[src/rtl/ps2_transmitter.sv]
// Host-to-device PS/2 command sender: inhibits the bus, issues request-to-send and
// shifts one byte out on device-generated clock falls, then checks the device ack.
module ps2_transmitter #(
    parameter int INHIBIT_CYCLES = 6500,
    parameter int TIMEOUT_CYCLES = 975000,
    parameter int FILTER_LEN     = 8
) (
    input  logic       clk,
    input  logic       rst,
    input  logic       kclk_in,
    input  logic       kdata_in,
    input  logic [7:0] tx_data,
    input  logic       tx_start,
    output logic       kclk_oe,
    output logic       kdata_oe,
    output logic       busy,
    output logic       done,
    output logic       err
);

    localparam int TMAX = (TIMEOUT_CYCLES > INHIBIT_CYCLES) ? TIMEOUT_CYCLES : INHIBIT_CYCLES;
    localparam int TW   = $clog2(TMAX + 1);
    localparam int FW   = $clog2(FILTER_LEN + 1);

    localparam logic [TW-1:0] INH_LAST = TW'(INHIBIT_CYCLES - 1);
    localparam logic [TW-1:0] TO_LAST  = TW'(TIMEOUT_CYCLES - 1);
    localparam logic [FW-1:0] F_LAST   = FW'(FILTER_LEN - 1);

    typedef enum logic [2:0] {
        IDLE,
        INHIBIT,
        RTS,
        SEND,
        ACK,
        WAIT_REL
    } state_t;

    state_t        state;
    logic [1:0]    sync_a;
    logic [1:0]    sync_b;
    logic [1:0]    filt;
    logic [FW-1:0] fcnt [2];
    logic          kclk_fall;
    logic          kclk_filt;
    logic          kdata_filt;
    logic [TW-1:0] timer;
    logic [9:0]    shift;
    logic [3:0]    bit_cnt;

    assign kclk_filt  = filt[0];
    assign kdata_filt = filt[1];

    // Index 0 is kclk, index 1 is kdata; a line only flips after FILTER_LEN
    // consecutive synced samples disagree with its current filtered value.
    always_ff @(posedge clk) begin
        if (rst) begin
            sync_a    <= 2'b11;
            sync_b    <= 2'b11;
            filt      <= 2'b11;
            kclk_fall <= 1'b0;
            for (int i = 0; i < 2; i++) begin
                fcnt[i] <= '0;
            end
        end else begin
            sync_a    <= {kdata_in, kclk_in};
            sync_b    <= sync_a;
            kclk_fall <= filt[0] & ~sync_b[0] & (fcnt[0] == F_LAST);
            for (int i = 0; i < 2; i++) begin
                if (sync_b[i] == filt[i]) begin
                    fcnt[i] <= '0;
                end else if (fcnt[i] == F_LAST) begin
                    filt[i] <= sync_b[i];
                    fcnt[i] <= '0;
                end else begin
                    fcnt[i] <= fcnt[i] + FW'(1);
                end
            end
        end
    end

    always_ff @(posedge clk) begin
        if (rst) begin
            state    <= IDLE;
            kclk_oe  <= 1'b0;
            kdata_oe <= 1'b0;
            busy     <= 1'b0;
            done     <= 1'b0;
            err      <= 1'b0;
            timer    <= '0;
            shift    <= '0;
            bit_cnt  <= '0;
        end else begin
            done <= 1'b0;
            err  <= 1'b0;
            case (state)
                IDLE: begin
                    if (tx_start) begin
                        shift    <= {1'b1, ~^tx_data, tx_data};
                        bit_cnt  <= '0;
                        timer    <= '0;
                        busy     <= 1'b1;
                        kclk_oe  <= 1'b1;
                        kdata_oe <= 1'b0;
                        state    <= INHIBIT;
                    end
                end
                INHIBIT: begin
                    if (timer == INH_LAST) begin
                        kdata_oe <= 1'b1;
                        state    <= RTS;
                    end else begin
                        timer <= timer + TW'(1);
                    end
                end
                RTS: begin
                    kclk_oe <= 1'b0;
                    timer   <= '0;
                    state   <= SEND;
                end
                // The timeout window spans the whole device-clocked part of the frame.
                SEND, ACK, WAIT_REL: begin
                    timer <= timer + TW'(1);
                    if (timer == TO_LAST) begin
                        kclk_oe  <= 1'b0;
                        kdata_oe <= 1'b0;
                        err      <= 1'b1;
                        busy     <= 1'b0;
                        state    <= IDLE;
                    end else if (state == SEND) begin
                        if (kclk_fall) begin
                            kdata_oe <= ~shift[0];
                            shift    <= {1'b0, shift[9:1]};
                            bit_cnt  <= bit_cnt + 4'd1;
                            if (bit_cnt == 4'd9) begin
                                state <= ACK;
                            end
                        end
                    end else if (state == ACK) begin
                        if (kclk_fall) begin
                            if (!kdata_filt) begin
                                state <= WAIT_REL;
                            end else begin
                                kdata_oe <= 1'b0;
                                err      <= 1'b1;
                                busy     <= 1'b0;
                                state    <= IDLE;
                            end
                        end
                    end else if (kclk_filt && kdata_filt) begin
                        done  <= 1'b1;
                        busy  <= 1'b0;
                        state <= IDLE;
                    end
                end
                default: begin
                    state <= IDLE;
                end
            endcase
        end
    end

endmodule

[config.mk]
export PLATFORM = sky130hd
export DESIGN_NAME = ps2_transmitter
export DESIGN_NICKNAME = d
export VERILOG_FILES = /design/src/rtl/ps2_transmitter.sv
export SDC_FILE = /design/constraint.sdc
export NUM_CORES = 1
export LEC_CHECK = 0
export CAP_MARGIN = 40
export CORE_MARGIN = 4
export CORE_UTILIZATION = 25
export CTS_CLUSTER_DIAMETER = 80
export DETAILED_ROUTE_END_ITERATION = 6
export PLACE_DENSITY = 0.4
export SETUP_SLACK_MARGIN = 0.2
export SYNTH_ARGS = -nofsm -noshare
export SYNTH_HDL_FRONTEND = slang
export SYNTH_SLANG_ARGS = --single-unit
[constraint.sdc]
create_clock -name clk -period 3.04 [get_ports clk]
set_clock_uncertainty 0.05 [all_clocks]
set_input_delay 0.304 -clock clk [delete_from_list [all_inputs] [get_ports clk]]
set_output_delay 0.304 -clock clk [all_outputs]
set_load 0.03 [all_outputs]
==> flow_summary.toml, run 1 <==
[worst_setup_path]
worstPathBufferInverterCount = 0
r2r_start = "state[2]"
crit_required_ps = 3200
crit_type = "flop to flop"
cp_max_fo = 21
crit_family = "simple AND/OR/NAND/NOR gates"
worstPathArrival_ps = 2560
reg2reg_depth = 6
critical_path.cell_chain = "ha_1 -> nand2b_1 -> or4b_4 -> nor4_4 -> a31o_2 -> a21oi_1"
cp.depth = 6
r2r_end = "timer[19]"
r2r_slack_ps = 640
worstSetupStartpointType = "flop"
endpoint_kind = "flop"
max_stage_delay_ps = 560
cp_slowest_cell = "or4b_4"
crit_path_end = "timer[19]"
critPathLaunch = "state[2]"

[worst_hold_path]
hp-class = "flop to flop"

[status]
status = "finished clean"

[synthesis]
synth_area_leaders = "dfxtp_1 32%, edfxtp_1 7.8%, nand2_1 5.1%"
synthCells = 353
ys_seq_area_share_pct = 39.7
yosysWarningCount = 0
yosys.area.top_type_share_pct = 31.9
ys_seq_elements = 57
synth_top_flop_cell = "dfxtp_1"
avgSynthCellArea_um2 = 8.72
ys_types = 54
synth_top_cell_by_area = "dfxtp_1"
async_flop_share_pct = 0
netlist_area_mm2 = 0.00308
synth-edff-count = 8

[clock_tree]
cts_buffers = 9
clock-sinks = 57
cts_tree = "built"
cts_root_buf = "clkbuf_16"
cts-resized-gates = 0
ctsHoldBuffers = 0
clk_latency_ps = 330
path_clk_slew_ps = 50
post_cts_buffers = 0
htree_levels = 3
clk_path_buf_depth = 2

[placement]
gp_congestion = 0.755
hpwlAfterDp_um = 4940
portBuffers = 17

[global_route]
antenna_found_initial = 0
grt_pass1_wl_um = 11900
grt_use_total_pct = 10.7
gr-total-overflow = 0
grt_pass1_vias = 2355
grt_max_degree = 29

[timing]
tightest_slew_ps = 690
slew_headroom_pct = 53.9
drv_slew = 0
fmax_mhz = 417
holdWs_ps = 359
grt_setup_unrepaired = "no"
setup_tns_ps = 0
post-route-period-util_pct = 78.8
setup_viol = 0
fin_crit_ps = 2400
hold_viol_final = 0

[pwr]
p_sw_share_pct = 23.3
peakVddDrop_mv = 0.275
p_per_area_mw_per_mm2 = 513
combPwrFrac_pct = 8.6
p_int_uw = 1460
cellLeakagePower_uw = 0.00135
power_switching_uw = 443
pwr-share-clk_pct = 48.7
sequentialPowerShare_pct = 42.7

[die]
rows = 40
die_h_um = 119
core_mm2 = 0.0120
fp.dieW_um = 119
initial_utilization_pct = 25.6
ios = 18
die-area_mm2 = 0.0142

[finish]
drive_gt1_share_pct = 10.8
diodes = 0
area_growth_pct = 20.5
nFillCells = 1305
nets = 397

[drt]
first_pass_iters = 4
avgRoutedWirePerCell_um = 13.3
drc = 0
totalWireLength_um = 7030
detail-route-antenna-nets = 0
avgViaCountPerCell = 4.76
vias = 2508
dr.first_iter.drc_count = 147

[job]
drv_cap = 0
==> worst min path at each step <==
stage | from | to | slack [ps] | depth (start not counted)
floorplan | sync_a[0] | sync_b[0] | 340 | 1
global placement | sync_a[0] | sync_b[0] | 350 | 1
detailed placement | sync_a[0] | sync_b[0] | 350 | 1
CTS | sync_a[0] | sync_b[0] | 360 | 1
global route | sync_a[0] | sync_b[0] | 380 | 1
finish | sync_a[0] | sync_b[0] | 360 | 1
==> cells in the mapped netlist, types with 5 or more instances <==
cell and instances:
ha_1 9, o21ai_0 10, xor2_1 8, clkbuf_1 13, nand3_1 15, nor3_1 12
a21oi_1 13, dfxtp_1 49, nand3b_1 5, and3_1 8, xnor2_1 18, inv_1 9
mux2i_1 6, nand2_1 42, nand4_1 5, a311oi_2 8, nor2_1 42, edfxtp_1 8
==> worst reg2reg max path, cell delays in order (launching register included) <==
cell and delay [ps]:
dfxtp_1 520, ha_1 370, nand2b_1 230, or4b_4 560, nor4_4 300, a31o_2 200, a21oi_1 50
==> layout make-up <==
type	count	area, um^2	area share (%)
inverters	10	37.5	1.01
flip-flops and latches	57	1220	32.9
clock inverters	3	15.0	0.405
repair buffers	23	215	5.80
clock buffers	13	260	7.02
multi-input cells	274	1780	47.9
well taps	147	184	4.96
==> flip-flops by register name, indices dropped and copies added, names as in the netlist <==
| register | count |
|---|---|
| timer | 20 |
| shift | 10 |
| fcnt | 8 |
| bit_cnt | 4 |
| state | 3 |
| filt | 2 |
| sync_a | 2 |
| sync_b | 2 |
| busy | 1 |
| done | 1 |
| err | 1 |
| kclk_fall | 1 |
| kclk_oe | 1 |
| kdata_oe | 1 |
==> cell usage in the layout (no fill, tap or decap), types with 5 or more instances in the layout <==
cell             count
dfxtp_1             49
nor2_1              42
nand2_1             42
xnor2_1             18
clkdlybuf4s50_1     17
nand3_1             15
a21oi_1             13
nor3_1              12
o21ai_0             10
inv_1                9
ha_1                 9
clkbuf_16            9
and3_1               8
xor2_1               8
a311oi_2             8
edfxtp_1             8
conb_1               8
mux2i_1              6
buf_4                6
nand3b_1             5
nand4_1              5
==> power groups by stage <==
stage | logic [uW] | registers (uW) | clock network (uW)
after floorplan | 111 | 827 | 0
after global placement | 164 | 828 | 0
after detailed placement | 165 | 828 | 0
after CTS | 166 | 813 | 967
after global routing | 181 | 815 | 999
final | 164 | 813 | 926
==> through the flow <==
| stage | setup WS (ps) | total power [uW] | util, % | instances | cell area (um^2) |
|---|---|---|---|---|---|
| global placement | 653 | 993 | 28.6 | 511 | 3430 |
| floorplan | 574 | 938 | - | 360 | 3100 |
| finish | 645 | 1900 | 30.9 | 527 | 3710 |
| global route | 474 | 2000 | 30.9 | 527 | 3710 |
| CTS | 663 | 1950 | 30.9 | 527 | 3710 |
| detailed placement | 570 | 994 | 28.6 | 511 | 3430 |
==> cells by family (layout without fill, tap and decap cells) <==
logic type,count (synthesis),in the layout,share of synthesized area (%)
simple gates,168,168,29.2
compound gates,57,57,14.1
flops,57,57,39.7
buf+inv,29,49,3.90
xor+xnor,26,26,7.40
fa+ha+maj,9,9,3.66
mux,6,6,1.95
other cells,1,8,0.122
==> metal layers <==
layer	vias up	wire (um)	GRT usage, %
met5	-	0	0
met4	0	122	4.34
met3	7	270	4.32
met2	32	2930	14.7
met1	1168	3710	14.7
li1	1301	-	-
Power figures use the tool's default switching activity.
==> run 2, diff against run 1 <==
- PLACE_DENSITY: 0.4 -> 0.41
- clock period: 3.04 -> 2 ns (I/O delays scaled with it)
==> flow_summary.toml, run 2 (same netlist as run 1, synthesis figures left out) <==
[clock_tree]
clk_latency_ps = 330
htree_levels = 3
path_clk_slew_ps = 60
cts_root_buf = "clkbuf_16"
cts_buffers = 9
clock-sinks = 57
clk_path_buf_depth = 2
cts_tree = "built"

[timing]
grt_setup_unrepaired = "yes"
fmax_mhz = 517
setup_tns_ps = 0
post-route-period-util_pct = 96.6
holdWs_ps = 358
hold_viol_final = 0
setup_viol = 0
fin_crit_ps = 1930
drv_slew = 0

[worst_setup_path]
crit_family = "simple AND/OR/NAND/NOR gates"
worstSetupStartpointType = "flop"
worstPathArrival_ps = 2090
worstPathBufferInverterCount = 0
cp_slowest_cell = "or4b_4"
crit_type = "flop to flop"
critical_path.cell_chain = "ha_4 -> nand2b_4 -> or4b_4 -> nor4_4 -> xnor2_1 -> nor2_1"
max_stage_delay_ps = 550
cp_max_fo = 6
endpoint_kind = "flop"
crit_required_ps = 2160

[die]
ios = 18
initial_utilization_pct = 25.6
fp.dieW_um = 119
core_mm2 = 0.0120
rows = 40
die-area_mm2 = 0.0142
die_h_um = 119

[global_route]
grt_max_degree = 21
grt_pass1_vias = 2677
grt_use_total_pct = 11.8
gr-total-overflow = 0
grt_pass1_wl_um = 13400
antenna_found_initial = 0

[drt]
detail-route-antenna-nets = 0
wl_met3_um = 191
drc = 0
met2_length_um = 3530
dr.first_iter.drc_count = 133
first_pass_iters = 4
avgRoutedWirePerCell_um = 13.7
totalWireLength_um = 7950
top_layer = "met4"
wirelength_met1_um = 4090
avgViaCountPerCell = 4.72
vias = 2730

[worst_hold_path]
hp-class = "flop to flop"

[finish]
final_cell_mix = "49 x buf_4, 42 x dfxtp_1, 41 x nor2_1, 38 x nand2_1, 18 x xnor2_1"
regMostFlops = "timer"
nets = 448
multiInputGateArea_mm2 = 0.00201
nFillCells = 1239
diodes = 0
final_common_cell = "buf_4"
drive_gt1_share_pct = 30.4
area_growth_pct = 44.5
largest_reg_flops = 20
seqCellArea_mm2 = 0.00123
largestRegisters = "timer: 20 flops, shift: 10 flops, fcnt: 8 flops"

[pwr]
cellLeakagePower_uw = 0.00172
p_total_uw = 3110
p_per_area_mw_per_mm2 = 700
peakVddDrop_mv = 0.275

[placement]
gp_congestion = 0.761
portBuffers = 17
hpwlAfterDp_um = 5410

[status]
status = "finished clean"

[job]
drv_cap = 0
[run 2: worst register-to-register path, delay by kind of cell (launching register included)]
kind | cells | cell delay [ps]
and+or+nand+nor | 4 | 1080
adders and majority gates | 1 | 170
xor gates and xnor gates | 1 | 150
DFF | 1 | 370
[run 2: power by group]
group | internal, uW | switching [uW] | total (uW)
clock network | 988 | 566 | 1550
logic | 170 | 161 | 331
registers | 1200 | 27.4 | 1230
[run 2: cell type report]
type | count | area share [%]
multi-input cells | 274 | 45.2
flip-flops and latches | 57 | 27.8
repair buffers | 74 | 15.2
clock buffers | 13 | 6.36
well taps | 147 | 4.14
inverters | 10 | 0.900
clock inverters | 3 | 0.422
[run 2: final timing paths]
| check | start | end | slack, ps | depth (start not counted) |
|---|---|---|---|---|
| hold / removal | sync_a[0] | sync_b[0] | 360 | 1 |
| hold reg to reg | sync_a[0] | sync_b[0] | 360 | 1 |
| setup reg to reg | state[2] | timer[16] | 70 | 6 |
| setup / recovery | state[2] | timer[16] | 70 | 6 |
[run 2: repair_timing]
item	CTS	global route
setup endpoints to repair	38	34
resized for setup	32	20
pin swaps	7	20
hold buffers	0	0
cloned	2	0
setup buffers	5	7
[run 2: per-stage QoR]
step	cell area [um^2]	utilization (%)	setup slack [ps]	cells
2_1_floorplan	3180	-	13.0	360
3_3_place_gp	3780	31.5	-78.4	548
3_5_place_dp	3780	31.5	-119	548
4_1_cts	4310	35.9	48.6	571
5_1_grt	4450	37.0	13.2	578
6_report	4450	37.0	67.1	578
[run 2: routing by layer]
| layer | vias up | global-route usage, % |
|---|---|---|
| met3 | 9 | 2.42 |
| met1 | 1285 | 16.2 |
| met2 | 28 | 17.4 |
| met5 | - | 0 |
| li1 | 1408 | - |
| met4 | 0 | 5.87 |
